===== src/rtl/fetch_ctrl_if.sv =====
// Fetch-side bus: redirect requests, decode stall, instruction-memory handshake
// and the IF/ID outputs, bundled so the sequencer and its environment share one port.
interface fetch_ctrl_if #(
    parameter int DATA_W = 32
);
    logic              Branch;
    logic [DATA_W-1:0] bpc;
    logic              Jump;
    logic [DATA_W-1:0] jpc;
    logic              stall;
    logic              imem_req;
    logic [DATA_W-1:0] imem_addr;
    logic              imem_ready;
    logic [DATA_W-1:0] imem_rdata;
    logic [DATA_W-1:0] IF_Inst;
    logic [DATA_W-1:0] IF_PC;
    logic              if_valid;

    modport master (
        input  Branch, bpc, Jump, jpc, stall, imem_ready, imem_rdata,
        output imem_req, imem_addr, IF_Inst, IF_PC, if_valid
    );

    modport slave (
        output Branch, bpc, Jump, jpc, stall, imem_ready, imem_rdata,
        input  imem_req, imem_addr, IF_Inst, IF_PC, if_valid
    );
endinterface


===== src/rtl/fetch_ctrl.sv =====
// Instruction-fetch sequencer: owns the PC, runs the imem request handshake,
// feeds IF/ID through a one-entry skid buffer and drains killed in-flight requests.
module fetch_ctrl #(
    parameter int                DATA_W   = 32,
    parameter logic [DATA_W-1:0] RESET_PC = '0,
    parameter logic [DATA_W-1:0] NOP      = '0
) (
    input logic          clk,
    input logic          reset,
    fetch_ctrl_if.master bus
);
    typedef enum logic [1:0] {BOOT, FETCH, HOLD, DRAIN} state_t;

    localparam logic [DATA_W-1:0] PC_STEP = DATA_W'(4);

    state_t            state, state_nx;
    logic [DATA_W-1:0] pc, pc_nx;
    logic [DATA_W-1:0] req_addr, req_addr_nx;
    logic [DATA_W-1:0] tgt, tgt_nx;
    logic [DATA_W-1:0] hold_inst, hold_inst_nx;
    logic [DATA_W-1:0] hold_pc, hold_pc_nx;
    logic [DATA_W-1:0] inst_p0, inst_p0_nx;
    logic [DATA_W-1:0] pc_p0, pc_p0_nx;
    logic              vld_p0, vld_p0_nx;

    logic              redirect;
    logic [DATA_W-1:0] target;
    logic [DATA_W-1:0] seq_pc;

    // Branch outranks Jump when both fire in the same cycle.
    assign redirect = bus.Branch | bus.Jump;
    assign target   = bus.Branch ? bus.bpc : bus.jpc;
    assign seq_pc   = req_addr + PC_STEP;

    always_comb begin
        state_nx     = state;
        pc_nx        = pc;
        req_addr_nx  = req_addr;
        tgt_nx       = tgt;
        hold_inst_nx = hold_inst;
        hold_pc_nx   = hold_pc;
        inst_p0_nx   = inst_p0;
        pc_p0_nx     = pc_p0;
        vld_p0_nx    = vld_p0;
        bus.imem_req = 1'b0;

        // A flush always wins over a stall.
        if (redirect) begin
            vld_p0_nx  = 1'b0;
            inst_p0_nx = NOP;
        end

        unique case (state)
            BOOT: begin
                state_nx = FETCH;
                if (redirect) begin
                    pc_nx       = target;
                    req_addr_nx = target;
                end
            end

            FETCH: begin
                bus.imem_req = 1'b1;
                if (redirect) begin
                    if (bus.imem_ready) begin
                        pc_nx       = target;
                        req_addr_nx = target;
                    end else begin
                        tgt_nx   = target;
                        state_nx = DRAIN;
                    end
                end else if (bus.imem_ready) begin
                    pc_nx       = seq_pc;
                    req_addr_nx = seq_pc;
                    if (bus.stall) begin
                        hold_inst_nx = bus.imem_rdata;
                        hold_pc_nx   = req_addr;
                        state_nx     = HOLD;
                    end else begin
                        inst_p0_nx = bus.imem_rdata;
                        pc_p0_nx   = req_addr;
                        vld_p0_nx  = 1'b1;
                    end
                end else if (!bus.stall) begin
                    vld_p0_nx  = 1'b0;
                    inst_p0_nx = NOP;
                end
            end

            HOLD: begin
                if (redirect) begin
                    pc_nx       = target;
                    req_addr_nx = target;
                    state_nx    = FETCH;
                end else if (!bus.stall) begin
                    inst_p0_nx = hold_inst;
                    pc_p0_nx   = hold_pc;
                    vld_p0_nx  = 1'b1;
                    state_nx   = FETCH;
                end
            end

            DRAIN: begin
                // The old request must complete before the new target is issued.
                bus.imem_req = 1'b1;
                if (bus.imem_ready) begin
                    pc_nx       = redirect ? target : tgt;
                    req_addr_nx = redirect ? target : tgt;
                    state_nx    = FETCH;
                end else if (redirect) begin
                    tgt_nx = target;
                end
            end

            default: state_nx = BOOT;
        endcase
    end

    always_ff @(posedge clk or negedge reset) begin
        if (!reset) begin
            state    <= BOOT;
            pc       <= RESET_PC;
            req_addr <= RESET_PC;
            inst_p0  <= NOP;
            pc_p0    <= RESET_PC;
            vld_p0   <= 1'b0;
        end else begin
            state    <= state_nx;
            pc       <= pc_nx;
            req_addr <= req_addr_nx;
            inst_p0  <= inst_p0_nx;
            pc_p0    <= pc_p0_nx;
            vld_p0   <= vld_p0_nx;
        end
    end

    // Skid buffer and drain target carry no state of their own; HOLD/DRAIN qualify them.
    always_ff @(posedge clk) begin
        tgt       <= tgt_nx;
        hold_inst <= hold_inst_nx;
        hold_pc   <= hold_pc_nx;
    end

    assign bus.imem_addr = req_addr;
    assign bus.IF_Inst   = inst_p0;
    assign bus.IF_PC     = pc_p0;
    assign bus.if_valid  = vld_p0;
endmodule


===== src/flat_wrapper.sv =====
// flat-port wrapper written by rule: the top's interface ports become plain ports
module fetch_ctrl_flat 
#(
    parameter int                DATA_W   = 32,
    parameter logic [DATA_W-1:0] RESET_PC = '0,
    parameter logic [DATA_W-1:0] NOP      = '0
)
  (clk, reset, bus_Branch, bus_bpc, bus_Jump, bus_jpc, bus_stall, bus_imem_ready, bus_imem_rdata, bus_imem_req, bus_imem_addr, bus_IF_Inst, bus_IF_PC, bus_if_valid);
  fetch_ctrl_if #(.DATA_W(DATA_W)) bus_i ();
  input logic clk;
  input logic reset;
  input wire logic [$bits(bus_i.Branch)-1:0] bus_Branch;
  input wire logic [$bits(bus_i.bpc)-1:0] bus_bpc;
  input wire logic [$bits(bus_i.Jump)-1:0] bus_Jump;
  input wire logic [$bits(bus_i.jpc)-1:0] bus_jpc;
  input wire logic [$bits(bus_i.stall)-1:0] bus_stall;
  input wire logic [$bits(bus_i.imem_ready)-1:0] bus_imem_ready;
  input wire logic [$bits(bus_i.imem_rdata)-1:0] bus_imem_rdata;
  output wire logic [$bits(bus_i.imem_req)-1:0] bus_imem_req;
  output wire logic [$bits(bus_i.imem_addr)-1:0] bus_imem_addr;
  output wire logic [$bits(bus_i.IF_Inst)-1:0] bus_IF_Inst;
  output wire logic [$bits(bus_i.IF_PC)-1:0] bus_IF_PC;
  output wire logic [$bits(bus_i.if_valid)-1:0] bus_if_valid;
  assign bus_i.Branch = bus_Branch;
  assign bus_i.bpc = bus_bpc;
  assign bus_i.Jump = bus_Jump;
  assign bus_i.jpc = bus_jpc;
  assign bus_i.stall = bus_stall;
  assign bus_i.imem_ready = bus_imem_ready;
  assign bus_i.imem_rdata = bus_imem_rdata;
  assign bus_imem_req = bus_i.imem_req;
  assign bus_imem_addr = bus_i.imem_addr;
  assign bus_IF_Inst = bus_i.IF_Inst;
  assign bus_IF_PC = bus_i.IF_PC;
  assign bus_if_valid = bus_i.if_valid;
  fetch_ctrl #(.DATA_W(DATA_W), .RESET_PC(RESET_PC), .NOP(NOP)) u_core (.clk(clk), .reset(reset), .bus(bus_i));
endmodule

===== config.mk =====
export PLATFORM = sky130hd
export DESIGN_NAME = fetch_ctrl_flat
export DESIGN_NICKNAME = d
export VERILOG_FILES = /design/src/rtl/fetch_ctrl_if.sv /design/src/rtl/fetch_ctrl.sv /design/src/flat_wrapper.sv
export SDC_FILE = /design/constraint.sdc
export NUM_CORES = 1
export LEC_CHECK = 0
export BUFFER_PORTS_ARGS = -buffer_cell sky130_fd_sc_hd__buf_2
export CORE_AREA = 3 3 154 156
export CTS_CLUSTER_DIAMETER = 60
export CTS_CLUSTER_SIZE = 16
export DETAILED_ROUTE_END_ITERATION = 10
export DIE_AREA = 0 0 157 159
export GPL_TIMING_DRIVEN = 0
export HOLD_SLACK_MARGIN = 0.02
export PLACE_DENSITY = 0.67
export SYNTH_ARGS = -nofsm -noshare
export SYNTH_HDL_FRONTEND = slang
export SYNTH_SLANG_ARGS = --single-unit

===== constraint.sdc =====
create_clock -name clk -period 4 [get_ports clk]
set_input_delay 0.4 -clock clk [delete_from_list [all_inputs] [get_ports clk]]
set_output_delay 0.4 -clock clk [all_outputs]
set_load 0.02 [all_outputs]

Word level (Yosys, flattened, before mapping)
Cells that the tools add are included.
Widths: inputs -> output; s select.
{ "totals": {"reg_bits": 195, "in_bits": 102, "wordCells": 80} }
{ "classes": {"n_addsub": 1, "eq_ne": 17, "mux": 42, "n_bitwise": 2, "reduce_logical": 10} }
{ "op_table": {"columns": ["cell", "count"], "rows": [
  ["$mux 32", 22],
  ["$pmux 32 s2", 3],
  ["$pmux 32 s3", 1],
  ["$add 32x3->32 const B", 1],
  ["$ne 2x2->1 const B", 8],
  ["$mux 2", 7],
  ["$ne 3x2->1 const B", 3],
  ["$pmux 2 s4", 1],
  ["$reduce_and 4->1", 2],
  ["$mux 1", 7],
  ["$reduce_and 6->1", 1],
  ["$reduce_and 5->1", 1],
  ["$eq 2x2->1 const B", 2],
  ["$ne 2x1->1 const B", 2],
  ["$reduce_bool 2->1", 2],
  ["$reduce_or 2->1", 2],
  ["$ne 3x3->1 const B", 1],
  ["$reduce_and 3->1", 1],
  ["$eq 2x1->1 const B", 1],
  ["$logic_not 2->1", 1],
  ["$pmux 1 s2", 1],
  ["$not 1->1", 1],
  ["$or 1x1->1", 1]
]} }

Longest topological paths before layout
{ "logic_depth": {"word_depth": 6, "mapped_depth": 10, "depth_no_buf": 7} }

Worst setup path after synthesis
OpenSTA, ideal clock, no wires.
{ "synth_path": {"kind": "register -> register", "start": "reg u_core.state[1]", "end": "reg u_core.hold_inst[0] (enable)", "setup_ns": 0.429, "t_arrival_ns": 2.952, "required_ns": 3.571, "path_slack_ns": 0.619, "path_stages_with_launch": 8, "path_buffers": 3, "synth_period_minus_slack_ns": 3.381, "cell_sequence": "dfrtp_1 > inv_1 > ha_1 > buf_2 > and2_1 > clkbuf_1 > clkbuf_1 > and3_1"} }
{ "synth_between": {"elab_chain_cells": 2} }
{ "synth_rtl": {"columns": ["element", "line", "text"], "rows": [
  ["start: declaration", "fetch_ctrl.sv:16", "state_t state, state_nx;"],
  ["start signal: assignment", "fetch_ctrl.sv:128", "state <= state_nx;"],
  ["$eq 2x1->1", "fetch_ctrl.sv:53", "unique case (state)"],
  ["$reduce_and 4->1 (no source line)", null, null],
  ["end signal: assignment", "fetch_ctrl.sv:140", "hold_inst <= hold_inst_nx;"],
  ["end: declaration", "fetch_ctrl.sv:20", "logic [DATA_W-1:0] hold_inst, hold_inst_nx;"]
]} }
No other way between the ends.
A chain may end at the register's enable or synchronous reset.

Worst setup path in the final report
{ "layout_path": {"start": "reg u_core.state[1]", "end": "reg u_core.hold_pc[23] (enable)"} }
{ "layout_between": {"elab_chain_cells": 2} }
{ "layout_rtl": {"columns": ["element", "line", "text"], "rows": [
  ["$eq 2x1->1", "fetch_ctrl.sv:53", null],
  ["$reduce_and 4->1 (no source line)", null, null],
  ["end signal: assignment", "fetch_ctrl.sv:141", "hold_pc <= hold_pc_nx;"],
  ["end: declaration", "fetch_ctrl.sv:21", "logic [DATA_W-1:0] hold_pc, hold_pc_nx;"]
]} }
No other way between the ends.

==> flow_summary.toml <==
[floorplan]
start_util_pct = 44.8
num_rows = 55
die-area_mm2 = 0.0250
dieWidth_um = 157
fp.coreArea_mm2 = 0.0225
ioPinCount = 200
die_h_um = 159

[finish]
fin_cells = 1494
diodes = 0
regArea_mm2 = 0.00536
num-nets-final = 1304
layout-drive-gt1-share_pct = 24.8
utilization_pct = 53.9
fillCellCount = 2054
design_area_mm2 = 0.0121
area_growth_pct = 20.4
multi_input_area_mm2 = 0.00431

[grt]
antenna_found_initial = 0
grt_pass1_wl_mm = 48.5
track_usage_pct = 24.7
gr-total-overflow = 0
grt_pass1_vias = 8353
grt_max_degree = 65

[timing]
fin_crit_sh_pct = 74.8
hold_viol_final = 0
fin_crit_ps = 2990
rsz0062_at_grt = "false"
setup_violations = 0
drv_slew = 0
hold_slack_ps = 141
skew_ps = 11.1
worst_pin_slew_ps = 903
relSlewSlack_pct = 39.8
max_freq_mhz = 334

[worst_setup_path]
required_ps = 4070
worstPathArrival_ps = 3060
path_max_fanout = 64
criticalPathCategory = "register to register"
startpoint_type = "register"
reg2regPathDepth = 7
crit_path_end_kind = "register"

[synth]
synth_top_family_by_area = "compound AO/OA/AOI/OAI gates"
ys_seq_area_share_pct = 53.2
syn_nets = 1084
ys.flop_type = "dfrtp_1"
synth_xor_area_share_pct = 0.608
ys_ff_latch = 195
synth-edff-count = 96
syn_avg_cell_area_um2 = 10.3
syn_inst = 976
async_reset_ff_share_pct = 50.8
synth_fa_ha_area_share_pct = 0.745
synth_area_mm2 = 0.0101
synth_compound_area_share_pct = 19.3
synth-simple-area-share_pct = 13.3
yosys-mux-area-fraction_pct = 8.75
yosysWarnings = 0
yosysUniqueCellTypes = 74

[drt]
top_layer = "met4"
wl_per_cell_um = 20.9
drt-total-wl_mm = 31.2
route.met3.wl_mm = 2.62
drt_first_pass_iters = 5
wl_met2_mm = 13.9
route.detailed.drc = 0
viasPerCell = 5.90
vias = 8819
postRouteAntennaNets = 0
met1Wirelength_mm = 14.0
drt-initial-drc-count = 952

[pwr]
seqPwrFrac_pct = 35.9
p_comb_share_pct = 44.1
pwr-share-clk_pct = 20.0
powerDensity_mw_per_mm2 = 731
internal-power_w = 0.00483
p_switching_w = 0.00403
p_sw_share_pct = 45.5
ir_drop_mv = 0.324
p_leak_nw = 5.09
finalPower_w = 0.00887

[clocking]
clk_pin_slew_ps = 80
clkSinkCount = 195
clock_latency_ps = 440
cts.htree.levels = 4
cts_buffers = 17
cts_tree = "built"
clock_path_buffers = 2
cts_resized = 0
clock-root-buffer = "clkbuf_16"

[placed_design]
dpl.hpwl_mm = 22.5
dp_cells = 1461
placed_area_mm2 = 0.0115
place_congestion = 0.910
portBuffers = 198

[worst_hold_path]
hp-class = "input port to register"
whs_path_depth = 1

[flow_run]
cap_violations = 0

[status]
status = "completed"
what timing repair did:
| item | CTS | global route |
|---|---|---|
| endpoints found under the hold margin | 41 | 0 |
| hold buffers | 1 | 0 |
| setup buffers | 0 | 0 |
power groups by stage:
stage	Clock, W	Sequential, W	Combinational [W]
after detailed placement	0	0.00321	0.00384
after global placement	0	0.00320	0.00376
after floorplan	0	0.00343	0.00218
after global routing	0.00187	0.00325	0.00424
after CTS	0.00179	0.00317	0.00386
final	0.00177	0.00318	0.00391
state kept, by name (all words and copies together) (netlist names):
| signal | count |
|---|---|
| u_core.bus.IF_PC | 32 |
| u_core.hold_inst | 32 |
| u_core.hold_pc | 32 |
| u_core.bus.IF_Inst | 32 |
| u_core.bus.imem_addr | 32 |
| u_core.tgt | 32 |
| u_core.state | 2 |
| u_core.bus.if_valid | 1 |
cells in the final DEF (no fill, tap or decap), types with 6 or more instances in the layout:
cell / n
o22ai_1: 11
a22oi_1: 36
a22o_1: 7
dfrtp_1: 99
clkinv_8: 7
o21ai_0: 63
edfxtp_1: 96
nand4_1: 9
inv_1: 12
o31ai_1: 10
mux2i_1: 63
buf_2: 218
o211ai_1: 6
nand3_1: 15
nand2_1: 89
mux2_2: 20
ha_1: 6
nor2_1: 122
a211oi_1: 8
nand2b_1: 7
clkbuf_16: 17
nor3_1: 6
buf_1: 8
clkbuf_1: 41
a31oi_1: 19
a21o_1: 6
a21oi_1: 92
and3_1: 7
metrics by stage:
step                setup TNS (ps)  setup WS [ps]
floorplan                        0            619
global placement            -29310           -405
detailed placement               0           1030
CTS                              0           1020
global route                     0            826
finish                           0           1010
synthesized netlist by cell type (11+ instances only):
cell | instances | share of area (%)
clkbuf_1 | 41 | 1.5
o21ai_0 | 63 | 3.1
dfrtp_1 | 99 | 25
mux2_2 | 20 | 2.2
nand2_1 | 89 | 3.3
inv_1 | 12 | 0.45
a22oi_1 | 36 | 2.7
a31oi_1 | 19 | 1.2
nand3_1 | 15 | 0.74
edfxtp_1 | 96 | 29
a21oi_1 | 93 | 4.6
o22ai_1 | 11 | 0.68
buf_2 | 21 | 1.0
nor2_1 | 122 | 4.5
mux2i_1 | 63 | 6.3
kinds of logic (layout without fill, tap and decap cells):
| logic type | after synthesis | count (layout) |
|---|---|---|
| AO/OA/AOI/OAI | 303 | 303 |
| XOR/XNOR | 7 | 7 |
| adder cells (fa/ha/maj) | 6 | 6 |
| buffers and inverters | 91 | 324 |
| flip-flops | 195 | 195 |
| multiplexers | 85 | 85 |
| AND/OR/NAND/NOR | 289 | 289 |
worst max-delay path, stage by stage, from the launching register on:
cell,delay (ps)
dfrtp_1,410
inv_1,120
ha_1,160
buf_2,220
and2_1,150
clkbuf_1,230
clkbuf_1,430
and3_4,860
per-layer routing:
layer  vias up  GRT usage, %
met2       446          37.4
met5         -             0
met3        43          3.53
met4         0          6.41
li1       4068             -
met1      4262          37.5
area by class of cell:
class                   count  share of cell area [%]
well taps                 285                    2.94
clock buffers              17                    3.51
clock inverters            15                    1.67
inverters                  12                   0.371
plain buffers              79                    3.09
flip-flops and latches    195                    44.2
repair buffers            201                    8.66
multi-input cells         690                    35.6
path summary, 6_finish.rpt:
kind,startpoint,endpoint,slack (ps)
min reg2reg,u_core.bus.imem_addr[5],u_core.hold_pc[5],470
max reg2reg,u_core.state[1],u_core.hold_pc[23],1010
min,bus_imem_rdata[17],u_core.hold_inst[17],140
max in group asynchronous,reset,u_core.bus.imem_addr[3],2770
min in group asynchronous,reset,u_core.bus.IF_Inst[17],520
max,u_core.state[1],u_core.hold_pc[23],1010
Power figures use the tool's default switching activity.
